## src/rtl/delay_code_stepper_pkg.sv

```systemverilog
// delay_code_stepper_pkg: shared code widths, settle counter width and FSM state encoding
package delay_code_stepper_pkg;
  localparam int DEF_COARSE_W = 5;
  localparam int DEF_FINE_W = 7;
  localparam int CODE_W = DEF_COARSE_W + DEF_FINE_W;
  localparam int SETTLE_W = 8;
  typedef enum logic [1:0] {IDLE, STEP, SETTLE} state_t;
endpackage

```

## src/rtl/delay_code_stepper_settle_timer.sv

```systemverilog
// delay_code_stepper_settle_timer: loadable settle down-counter with freeze input and zero flag
module delay_code_stepper_settle_timer import delay_code_stepper_pkg::*; (
  input  logic                clk,
  input  logic                rst,
  input  logic                load,
  input  logic                freeze,
  input  logic [SETTLE_W-1:0] load_val,
  output logic                zero
);
  logic [SETTLE_W-1:0] count;
  always_ff @(posedge clk or posedge rst)
    if (rst) count <= '0;
    else count <= load ? load_val : (freeze || zero) ? count : count - 1'b1;
  assign zero = count == '0;
endmodule

```

## src/rtl/delay_code_stepper.sv

```systemverilog
// delay_code_stepper: walks the live delay code toward a requested target one LSB per settle interval
module delay_code_stepper import delay_code_stepper_pkg::*; #(
  parameter int COARSE_W = DEF_COARSE_W,
  parameter int FINE_W = DEF_FINE_W,
  parameter int SETTLE = 8,
  parameter logic [COARSE_W+FINE_W-1:0] RESET_CODE = '0
) (
  input  logic                       clk,
  input  logic                       rst,
  input  logic                       req_valid,
  input  logic [COARSE_W+FINE_W-1:0] req_code,
  output logic                       req_ready,
  input  logic                       hold,
  output logic [COARSE_W+FINE_W-1:0] k_sgn,
  output logic                       step_strobe,
  output logic                       busy,
  output logic                       done
);
  state_t state, state_nxt;
  logic [COARSE_W+FINE_W-1:0] target;
  logic zero, accept, arrive;
  assign accept = state == IDLE && req_valid;
  assign arrive = state == delay_code_stepper_pkg::SETTLE && zero && !hold && k_sgn == target;
  always_ff @(posedge clk or posedge rst)
    if (rst) state <= IDLE;
    else state <= state_nxt;
  always_comb
    state_nxt = state == IDLE ? ((accept && req_code != k_sgn) ? STEP : IDLE) :
                state == STEP ? delay_code_stepper_pkg::SETTLE :
                (zero && !hold) ? ((k_sgn == target) ? IDLE : STEP) : delay_code_stepper_pkg::SETTLE;
  always_comb begin
    req_ready = state == IDLE;
    busy = state != IDLE;
    step_strobe = state == STEP;
  end
  always_ff @(posedge clk or posedge rst)
    if (rst) begin
      k_sgn <= RESET_CODE;
      target <= RESET_CODE;
      done <= 1'b0;
    end else begin
      if (accept) target <= req_code;
      if (step_strobe) k_sgn <= (target > k_sgn) ? k_sgn + 1'b1 : k_sgn - 1'b1;
      done <= (accept && req_code == k_sgn) || arrive;
    end
  delay_code_stepper_settle_timer settle_timer (
    .clk(clk),
    .rst(rst),
    .load(step_strobe),
    .freeze(hold),
    .load_val(SETTLE_W'(SETTLE - 1)),
    .zero(zero)
  );
endmodule

```

## config.mk

```make
export PLATFORM = sky130hd
export DESIGN_NAME = delay_code_stepper
export DESIGN_NICKNAME = d
export VERILOG_FILES = /design/src/rtl/delay_code_stepper_pkg.sv /design/src/rtl/delay_code_stepper_settle_timer.sv /design/src/rtl/delay_code_stepper.sv
export SDC_FILE = /design/constraint.sdc
export NUM_CORES = 1
export LEC_CHECK = 0
export ABC_CLOCK_PERIOD_IN_PS = 7300
export CORE_UTILIZATION = 23
export DETAILED_ROUTE_END_ITERATION = 12
export HOLD_SLACK_MARGIN = 0.03
export SLEW_MARGIN = 20
export SYNTH_ARGS = -nofsm -noshare
export SYNTH_HDL_FRONTEND = slang
export SYNTH_SLANG_ARGS = --single-unit
```

## constraint.sdc

```tcl
create_clock -name clk -period 7.3 [get_ports clk]
set_clock_uncertainty 0.1 [all_clocks]
set_input_delay 1.46 -clock clk [delete_from_list [all_inputs] [get_ports clk]]
set_output_delay 1.46 -clock clk [all_outputs]
set_load 0.05 [all_outputs]
```

==> out/results.ini <==
[final_layout]
multi_input_area_sq_um = 1390
diodes = 0
layout.nets = 342
nFillCells = 1069
final-seq-area_sq_um = 876
drive_gt1_share_pct = 5.63
area_growth_pct = 23.8
final_cells = 435

[timing]
hold_violations = 0
clock.fmax_mhz = 234
slew_viol_final = 0
slew_headroom_pct = 27.6
finalCriticalPeriod_ns = 4.27
min_period_over_period_pct = 58.5
tightest_slew_ns = 1.08
setup_viol_count_final = 0
final.setup.tns_ns = 0
rsz0062_at_grt = false
fin_hold_ws_ns = 0.385

[worst_setup_path]
required_ns = 7.37
arrival_ns = 4.34
crit_path_max_incr_delay_ns = 0.84
path_buf_inv = 1
criticalPathCategory = register to register
worstPathCellList = inv_1, ha_1, a21oi_1, o21ai_0, a221o_1, o21bai_1, ha_1, a21oi_1, o21ai_0, o31a_1, o41ai_2, nor4b_1, a211o_1
critPathMaxFanout = 13
end_kind = register
critPathTopFamily = compound AO/OA/AOI/OAI gates
start_kind = register
critPathSlowestCell = o21bai_1

[synth]
ys_ff_latch = 35
yosys_most_used_dff = dfrtp_1
synth_top_area_share_pct = 36.8
seq_area_frac_synth_pct = 36.8
yosysTopAreaCell = dfrtp_1
synth_nets = 309
synth_edf_count = 0
synthArstFlopShare_pct = 100
yosysMostFrequentCell = nand2_1
syn_area_sq_um = 2380
synth_cell_type_count = 45
ys_warn_count = 0
syn_inst = 269
synthTopCellsByArea = dfrtp_1 37%, ha_1 12%, nand2_1 8.5%
syn_area_per_cell_sq_um = 8.84
synthTopCellsByCount = 54 x nand2_1, 35 x dfrtp_1, 23 x ha_1, 22 x inv_1, 22 x xnor2_1

[global_routing]
grt_pass1_wl_microns = 9840
grt_overflow_total = 0
grt_pass1_vias = 2079
grt_usage_pct = 11.5
grt_max_degree = 36
antenna_found_initial = 0

[clock_tree]
clkLatencyLatePin_ns = 0.28
post_cts_resize_count = 0
cts_tree = done
ctsRootBufferMaster = clkbuf_8
cts_hold_buf = 0
cts_max_level = 2
clock-sinks = 35
cts_max_path_buffers = 2
cts-buffers-inserted = 5
clk_pin_slew_ns = 0.07
cts_setup_buffers = 0

[floorplanning]
die_w_microns = 104
core_sq_um = 9910
start_util_pct = 24.0
die_area_sq_um = 10800
pin_count = 32
rows = 36
die_h_microns = 104

[detailed_routing]
drt_wl_total_microns = 5720
routedWlPerCell_microns = 13.2
drt_pass1_iterations = 4
drc = 0
drtIter0Drc = 55
via_per_inst = 4.50
ant_nets = 0
vias = 1956

[placement]
dp_cells = 428
port_buffers = 31
place_congestion = 0.854
hpwl_microns = 4450

[job]
maxCapViolCount = 0

[worst_hold_path]
hold_class = register to register

[run_status]
status = finished, final reports clean

-- through the flow --
stage	util [%]	instance area (sq um)	worst slack, ns
2_1_floorplan	-	2380	3.30
5_1_grt	29.7	2940	2.70
6_report	29.7	2940	3.03
3_3_place_gp	28.7	2840	3.05
3_5_place_dp	28.7	2840	3.02
4_1_cts	29.7	2940	3.00
-- area by class of cell --
cell class / count / area share [%]
Multi-Input combinational cell: 205 / 47.3
Sequential cell: 35 / 29.7
Timing Repair Buffer: 33 / 11.0
Tap cell: 133 / 5.65
Inverter: 22 / 2.80
Clock buffer: 6 / 2.46
Clock inverter: 1 / 1.02
-- worst reg2reg max path, cell delays in order (launching register included) --
cell and delay, ns:
dfrtp_1 0.47, inv_1 0.07, ha_1 0.33, a21oi_1 0.15
o21ai_0 0.12, a221o_1 0.37, o21bai_1 0.84, ha_1 0.44
a21oi_1 0.21, o21ai_0 0.16, o31a_1 0.32, o41ai_2 0.27
nor4b_1 0.09, a211o_1 0.23
-- worst paths after layout --
path | from | to | slack (ns) | depth (start not counted)
worst min-delay path | target[7] | target[7] | 0.39 | 2
min in group asynchronous | rst | settle_timer.count[6] | 1.48 | 3
worst min register to register | target[7] | target[7] | 0.39 | 2
worst max-delay path | k_sgn[7] | k_sgn[10] | 3.03 | 13
worst max register to register | k_sgn[7] | k_sgn[10] | 3.03 | 13
max in group asynchronous | rst | k_sgn[1] | 5.28 | 3
-- placed cells by master, fill, tap and decap left out, types with 3 or more instances in the layout --
cell / synthesis / final
a21oi_1: 10 / 10
a221o_1: 3 / 3
clkbuf_8: 0 / 5
clkdlybuf4s50_1: 0 / 31
dfrtp_1: 35 / 35
ha_1: 23 / 23
inv_1: 22 / 22
nand2_1: 54 / 54
nand4_1: 8 / 8
nor2_1: 18 / 18
nor3_1: 9 / 9
o21a_1: 3 / 3
o21ai_0: 14 / 14
xnor2_1: 22 / 22
xor2_1: 3 / 3
-- kinds of logic (layout without fill, tap and decap cells) --
group | after synthesis | count (layout) | synth area share (%)
AND/OR/NAND/NOR | 105 | 105 | 20.3
XOR/XNOR | 25 | 25 | 9.21
buffers and inverters | 29 | 62 | 4.68
multiplexers | 1 | 1 | 0.421
flip-flops | 35 | 35 | 36.8
adder cells (fa/ha/maj) | 24 | 24 | 12.9
AO/OA/AOI/OAI | 50 | 50 | 15.7
-- layer usage --
| metal | GRT usage [%] | wire (microns) | up-vias |
|---|---|---|---|
| met3 | 2.58 | 226 | 6 |
| met4 | 3.78 | 76 | 0 |
| li1 | - | - | 996 |
| met2 | 19.4 | 2730 | 34 |
| met1 | 14.5 | 2690 | 920 |
| met5 | 0 | 0 | - |
-- registers in the layout, summed over array words and instances (netlist names) --
name                cells
k_sgn                  12
target                 12
settle_timer.count      8
state                   2
done                    1
Power is left out: the tool's default activity adds up to more than one toggle a clock period on the data nets, which glitch-free logic cannot reach.
